--- config.mk ---
export PLATFORM = sky130hd
export DESIGN_NAME = cmd_saver
export DESIGN_NICKNAME = d
export VERILOG_FILES = /design/src/rtl/trs80_pkg.sv /design/src/rtl/cmd_saver.sv
export SDC_FILE = /design/constraint.sdc
export NUM_CORES = 1
export LEC_CHECK = 0
export CAP_MARGIN = 20
export CELL_PAD_IN_SITES_DETAIL_PLACEMENT = 0
export CELL_PAD_IN_SITES_GLOBAL_PLACEMENT = 1
export CORE_MARGIN = 4
export CORE_UTILIZATION = 38
export DETAILED_ROUTE_END_ITERATION = 12
export HOLD_SLACK_MARGIN = 0.12
export PLACE_DENSITY = 0.77
export SLEW_MARGIN = 20
export SYNTH_ARGS = -nofsm -noshare
export SYNTH_HDL_FRONTEND = slang
export SYNTH_SLANG_ARGS = --single-unit
--- constraint.sdc ---
create_clock -name clock -period 7.7 [get_ports clock]
set_input_delay 0.77 -clock clock [delete_from_list [all_inputs] [get_ports clock]]
set_output_delay 0.77 -clock clock [all_outputs]
set_load 0.005 [all_outputs]
--- src/rtl/trs80_pkg.sv ---
// trs80_pkg: .CMD record codes, header length and the cmd_saver state encoding
package trs80_pkg;

    localparam logic [7:0] CMD_REC_LOAD = 8'h01;
    localparam logic [7:0] CMD_REC_XFER = 8'h02;
    localparam logic [7:0] CMD_REC_NAME = 8'h05;
    localparam int         HDR_LEN      = 8;

    typedef enum logic [3:0] {
        IDLE, REQ, HDR, B_TYPE, B_LEN, B_ALO, B_AHI, B_RD, B_DATA,
        X_TYPE, X_LEN, X_LO, X_HI, FIN
    } state_t;

endpackage

--- src/rtl/cmd_saver.sv ---
// cmd_saver: streams a RAM region out as a TRS-80 .CMD file; define CMD_SAVER_HEADER_EN to prepend the NAME header record
module cmd_saver
    import trs80_pkg::*;
#(
    parameter logic [47:0] NAME = "TRS80 "
) (
    input  logic        clock,
    input  logic        reset,
    input  logic        start,
    input  logic [15:0] start_addr,
    input  logic [15:0] end_addr,
    input  logic [15:0] exec_addr,
    output logic        busy,
    output logic        done,
    output logic        error,
    output logic [23:0] file_size,
    output logic        bus_req,
    input  logic        bus_ack,
    output logic        mem_rd,
    output logic [15:0] mem_addr,
    input  logic [7:0]  mem_data,
    output logic        out_valid,
    input  logic        out_ready,
    output logic [7:0]  out_data
);

    state_t      st_q, st_d;
    logic [15:0] cur_q, cur_d, exec_q, exec_d;
    logic [16:0] rem_q, rem_d;
    logic [8:0]  blk_q, blk_d;
    logic [2:0]  h_q, h_d;
    logic        busy_q, busy_d, done_q, done_d, err_q, err_d, req_q, req_d, ov_q, ov_d;
    logic [23:0] fsz_q, fsz_d;
    logic [7:0]  od_q, od_d;

    logic [16:0] span;
    logic [17:0] nblk;
    logic [23:0] size;
    logic [8:0]  k;
    logic        ld;

    assign span = {1'b0, end_addr} - {1'b0, start_addr} + 17'd1;
    assign nblk = ({1'b0, span} + 18'd255) >> 8;
`ifdef CMD_SAVER_HEADER_EN
    assign size = {4'd0, nblk, 2'b00} + {7'd0, span} + 24'd4 + 24'(HDR_LEN);
`else
    assign size = {4'd0, nblk, 2'b00} + {7'd0, span} + 24'd4;
`endif
    assign k  = rem_q > 17'd256 ? 9'd256 : rem_q[8:0];
    // a new byte may enter the output register when it is empty or being accepted, and only while the bus is held
    assign ld = bus_ack && (!ov_q || out_ready);

    always_comb begin
        st_d   = st_q;
        cur_d  = cur_q;
        exec_d = exec_q;
        rem_d  = rem_q;
        blk_d  = blk_q;
        h_d    = h_q;
        busy_d = busy_q;
        done_d = 1'b0;
        err_d  = err_q;
        req_d  = req_q;
        fsz_d  = fsz_q;
        od_d   = od_q;
        ov_d   = ov_q && !out_ready;
        case (st_q)
            IDLE: if (start) begin
                cur_d  = start_addr;
                exec_d = exec_addr;
                rem_d  = span;
                fsz_d  = size;
                err_d  = start_addr > end_addr;
                done_d = start_addr > end_addr;
                busy_d = start_addr <= end_addr;
                req_d  = start_addr <= end_addr;
                st_d   = start_addr > end_addr ? IDLE : REQ;
            end
`ifdef CMD_SAVER_HEADER_EN
            REQ: begin
                h_d  = 3'd0;
                st_d = bus_ack ? HDR : REQ;
            end
`else
            REQ: begin
                h_d  = 3'd0;
                st_d = bus_ack ? B_TYPE : REQ;
            end
`endif
            HDR: if (ld) begin
                od_d = h_q == 3'd0 ? CMD_REC_NAME : h_q == 3'd1 ? 8'h06 : NAME[8*(7-int'(h_q)) +: 8];
                ov_d = 1'b1;
                h_d  = h_q + 3'd1;
                st_d = h_q == 3'(HDR_LEN - 1) ? B_TYPE : HDR;
            end
            B_TYPE: if (ld) begin
                od_d  = CMD_REC_LOAD;
                ov_d  = 1'b1;
                blk_d = k;
                st_d  = B_LEN;
            end
            B_LEN: if (ld) begin
                od_d = 8'(blk_q + 9'd2);
                ov_d = 1'b1;
                st_d = B_ALO;
            end
            B_ALO: if (ld) begin
                od_d = cur_q[7:0];
                ov_d = 1'b1;
                st_d = B_AHI;
            end
            B_AHI: if (ld) begin
                od_d = cur_q[15:8];
                ov_d = 1'b1;
                st_d = B_RD;
            end
            B_RD: if (bus_ack && !ov_q) st_d = B_DATA;
            // read data is valid for this cycle only, so capture regardless of bus_ack
            B_DATA: begin
                od_d  = mem_data;
                ov_d  = 1'b1;
                cur_d = cur_q + 16'd1;
                rem_d = rem_q - 17'd1;
                blk_d = blk_q - 9'd1;
                st_d  = blk_q != 9'd1 ? B_RD : rem_q == 17'd1 ? X_TYPE : B_TYPE;
            end
            X_TYPE: if (ld) begin
                od_d = CMD_REC_XFER;
                ov_d = 1'b1;
                st_d = X_LEN;
            end
            X_LEN: if (ld) begin
                od_d = 8'h02;
                ov_d = 1'b1;
                st_d = X_LO;
            end
            X_LO: if (ld) begin
                od_d = exec_q[7:0];
                ov_d = 1'b1;
                st_d = X_HI;
            end
            X_HI: if (ld) begin
                od_d = exec_q[15:8];
                ov_d = 1'b1;
                st_d = FIN;
            end
            FIN: if (ov_q && out_ready) begin
                done_d = 1'b1;
                busy_d = 1'b0;
                req_d  = 1'b0;
                st_d   = IDLE;
            end
            default: st_d = IDLE;
        endcase
    end

    always_ff @(posedge clock or posedge reset) begin
        if (reset) begin
            st_q   <= IDLE;
            cur_q  <= '0;
            exec_q <= '0;
            rem_q  <= '0;
            blk_q  <= '0;
            h_q    <= '0;
            busy_q <= 1'b0;
            done_q <= 1'b0;
            err_q  <= 1'b0;
            req_q  <= 1'b0;
            fsz_q  <= '0;
            od_q   <= '0;
            ov_q   <= 1'b0;
        end else begin
            st_q   <= st_d;
            cur_q  <= cur_d;
            exec_q <= exec_d;
            rem_q  <= rem_d;
            blk_q  <= blk_d;
            h_q    <= h_d;
            busy_q <= busy_d;
            done_q <= done_d;
            err_q  <= err_d;
            req_q  <= req_d;
            fsz_q  <= fsz_d;
            od_q   <= od_d;
            ov_q   <= ov_d;
        end
    end

    assign busy      = busy_q;
    assign done      = done_q;
    assign error     = err_q;
    assign file_size = fsz_q;
    assign bus_req   = req_q;
    assign mem_rd    = (st_q == B_RD) && bus_ack && !ov_q;
    assign mem_addr  = cur_q;
    assign out_valid = ov_q;
    assign out_data  = od_q;

endmodule

==> impl_metrics.py <==
metrics = {
    "setup_path": {
        "cp-start-kind": "input pin",
        "critPathMaxFanout": 7,
        "worst_ep_required_time_ps": 7950,
        "cp_cell_sequence": "clkdlybuf4s50_1, inv_1, ha_1, inv_1, ha_1, fa_1, a21o_1, maj3_2, o311a_1, or4b_1, nand3_2, xnor2_1, ha_1, fa_1, a21o_1, a21oi_1, o21bai_1, a21oi_1, o21ai_0, a311o_1, and3_1, a211o_1",
        "critPathBufInv": 3,
        "worst-endpoint-arrival_ps": 6620,
        "crit_path_most_repeated_cell": "ha_1",
        "worst_case_reg_to_reg_path_depth": 7,
        "cp.depth": 22,
        "end_kind": "flop",
        "worst-r2r-setup-slack_ps": 4280,
        "crit_path_max_delay_cell_type": "or4b_1",
        "worstReg2RegEnd": "rem_q[15]",
        "crit_type": "input pin to flop",
        "worst_path_largest_cell_delay_ps": 570,
        "crit_family": "compound AO/OA/AOI/OAI gates",
        "rr_startpoint": "st_q[3]",
    },
    "routing": {
        "routed_wire_length_per_instance_um": 17.51,
        "post_drt_via_cell_ratio": 5.523,
        "detail_route.first_pass.iterations": 7,
        "dr_total_vias": 7113,
        "drt.antenna.violating_nets": 0,
        "final_routed_drc_violation_total": 0,
        "drt-total-wl_um": 22550,
        "drt-initial-drc-count": 478,
    },
    "logic_synthesis": {
        "synth-edff-count": 0,
        "netlist_top_cells_area": "dfrtp_1 31%, ha_1 13%, nand2_1 7.3%, o21ai_0 3.6%, inv_1 3.1%",
        "yosys_warnings": 0,
        "netlist_top_cells_count": "150 x nand2_1, 95 x dfrtp_1, 79 x ha_1",
        "syn_area_per_cell_sq_um": 8.264,
        "synth.lib_cells_used.distinct": 79,
        "netlist_area_sq_um": 7694,
        "synth-seq-cells": 95,
        "synth_most_common_cell": "nand2_1",
        "synth_largest_area_cell": "dfrtp_1",
        "ys_seq_area_share_pct": 30.90,
        "async_reset_ff_share_pct": 100.0,
        "postSynthCellCount": 931,
        "netlist.area_leader.share_pct": 30.90,
        "ys_dominant_reg_cell": "dfrtp_1",
    },
    "timing": {
        "clock.fmax_mhz": 157.0,
        "min_period_over_period_pct": 82.72,
        "final-hold-violation-count": 0,
        "skew_ps": 14.47,
        "relSlewSlack_pct": 42.93,
        "timing_max_transition_violations_final": 0,
        "tightest_slew_ps": 856.0,
        "setup_repair_after_global_routing_missed_its_margin": "false",
        "fin_ws_ps": 1330,
        "min_period_ps": 6370,
        "totalNegativeSetupSlack_ps": 0,
        "setup_viol": 0,
    },
    "place": {
        "dp.final_hpwl_um": 17340,
        "dp_slack_ps": 951.7,
        "gp_congestion": 0.8864,
        "numPortBuffers": 108,
        "number_of_instances_in_the_placed_design": 1272,
    },
    "job": {
        "max_cap_viol_count": 0,
    },
    "cts": {
        "cts-root-buf": "clkbuf_16",
        "clock_insertion_delay_worst_skew_ps": 360,
        "tritoncts": "yes",
        "cts_inserted_buffers": 9,
        "cts_sinks": 95,
        "postCtsResizedCells": 0,
        "cts.repair_timing.setup_buffer_count": 0,
        "clock_tree.buffer_depth": 2,
        "cts.reportedPaths.clkPinSlew_ps": 80,
        "hold_buffers": 0,
        "cts-htree-levels": 3,
    },
    "worst_hold_path": {
        "min_to": "file_size[3]",
        "hold_path_class": "flop to flop",
        "holdPathStages": 2,
        "min_from": "file_size[3]",
    },
    "final_layout": {
        "layout.cells.non_filler": 1288,
        "fillers": 2005,
        "final_nets": 1161,
        "layout-drive-gt1-share_pct": 5.181,
        "flow.area_growth_from_synthesis_pct": 20.59,
        "num_antenna_cells": 0,
    },
    "pwr": {
        "static_leakage_uw": 0.004081,
        "pwr_density_cell_nw_per_um2": 346.4,
        "vdd_ir_drop_max_v": 0.0001340,
    },
    "floorplanning": {
        "dieHeight_um": 150.3,
        "boundaryPins": 115,
        "fp.coreArea_sq_um": 19720,
        "design.die.area_sq_um": 22590,
        "placementRows": 51,
        "initial_utilization_pct": 39.02,
        "chipWidth_um": 150.3,
    },
    "outcome": {
        "run_status": "completed",
    },
    "global_routing": {
        "groute.usage.overall_pct": 20.26,
        "number_of_antenna_violations_at_the_first_check_in_global_routing": 0,
        "grt_max_degree": 61,
        "gr-total-overflow": 0,
        "grt_pass1_vias": 6909,
        "grt_pass1_wl_um": 36580,
    },
}
-- placed cells by master (no fill, tap or decap), drive strengths merged, types with 26 or more instances in the layout --
cell type,Yosys,final
a21oi,45,45
dfrtp,95,95
clkdlybuf4s50,0,108
ha,79,79
nor2,59,59
nand2,150,150
inv,64,67
nand3,40,40
xnor2,26,26
o21ai,62,62
nor3,32,32
-- tightest hold or removal path, cell delays in order (launching register included) --
cell and delay, ps:
dfrtp_1 340, nand2_1 50, nand2_1 50
-- layer usage --
layer	part of all wire [%]	wire length [um]	GRT usage (%)
met5	0	0	0
met4	1.1	246	4.758
met3	4.9	1113	3.492
met2	47	10640	32.52
met1	47	10550	28.53
-- cells by family after synthesis --
family | Yosys count | synth area share, %
AO/OA/AOI/OAI | 247 | 22.05
flip-flops | 95 | 30.90
other | 1 | 0.04874
multiplexers | 9 | 1.220
buffers and inverters | 107 | 5.659
AND/OR/NAND/NOR | 346 | 21.16
adder cells (fa/ha/maj) | 83 | 13.77
XOR/XNOR | 43 | 5.188
-- through the flow --
stage          hold slack (ps)  instance area (sq um)  utilization (%)  power [uW]
6_report                 471.0                   9278            47.05        3214
5_1_grt                  504.9                   9278            47.05        3497
4_1_cts                  478.2                   9278            47.05        3230
3_5_place_dp             459.8                   8989            45.59        2769
3_3_place_gp             456.8                   8989            45.59        2755
2_1_floorplan            437.4                   7712                -        2122
-- final cells by class --
type	instances	area, sq um	area share (%)
multi-input combinational	734	4911	52.93
timing repair buffer	114	1126	12.14
clock inverter	7	63.81	0.6878
tap	265	331.6	3.574
clock buffer	9	225.2	2.428
inverter	64	242.7	2.616
sequential	95	2377	25.62
-- where the power goes --
| group | switching [uW] | total (uW) | leakage [uW] | internal [uW] |
|---|---|---|---|---|
| combinational | 933 | 1730 | 0.00277 | 800 |
| sequential | 302 | 1030 | 0.00117 | 728 |
| clock | 225 | 450 | 0.000140 | 226 |
-- state kept, by name, summed over array words and instances, names as in the netlist --
| register | cells |
|---|---|
| error | 1 |
| out_valid | 1 |
| mem_addr | 16 |
| h_q | 3 |
| out_data | 8 |
| blk_q | 9 |
| bus_req | 1 |
| file_size | 18 |
| st_q | 4 |
| exec_q | 16 |
| rem_q | 17 |
| done | 1 |
-- how the worst max path moves through the flow --
stage | slack [ps] | to | startpoint
floorplan | 1840 | file_size[15] | end_addr[1]
global placement | 1030 | file_size[15] | end_addr[1]
detailed placement | 950 | file_size[15] | end_addr[1]
CTS | 1310 | file_size[15] | end_addr[1]
global route | 1010 | file_size[15] | end_addr[1]
finish | 1330 | file_size[15] | end_addr[1]
Power figures use the tool's default switching activity.
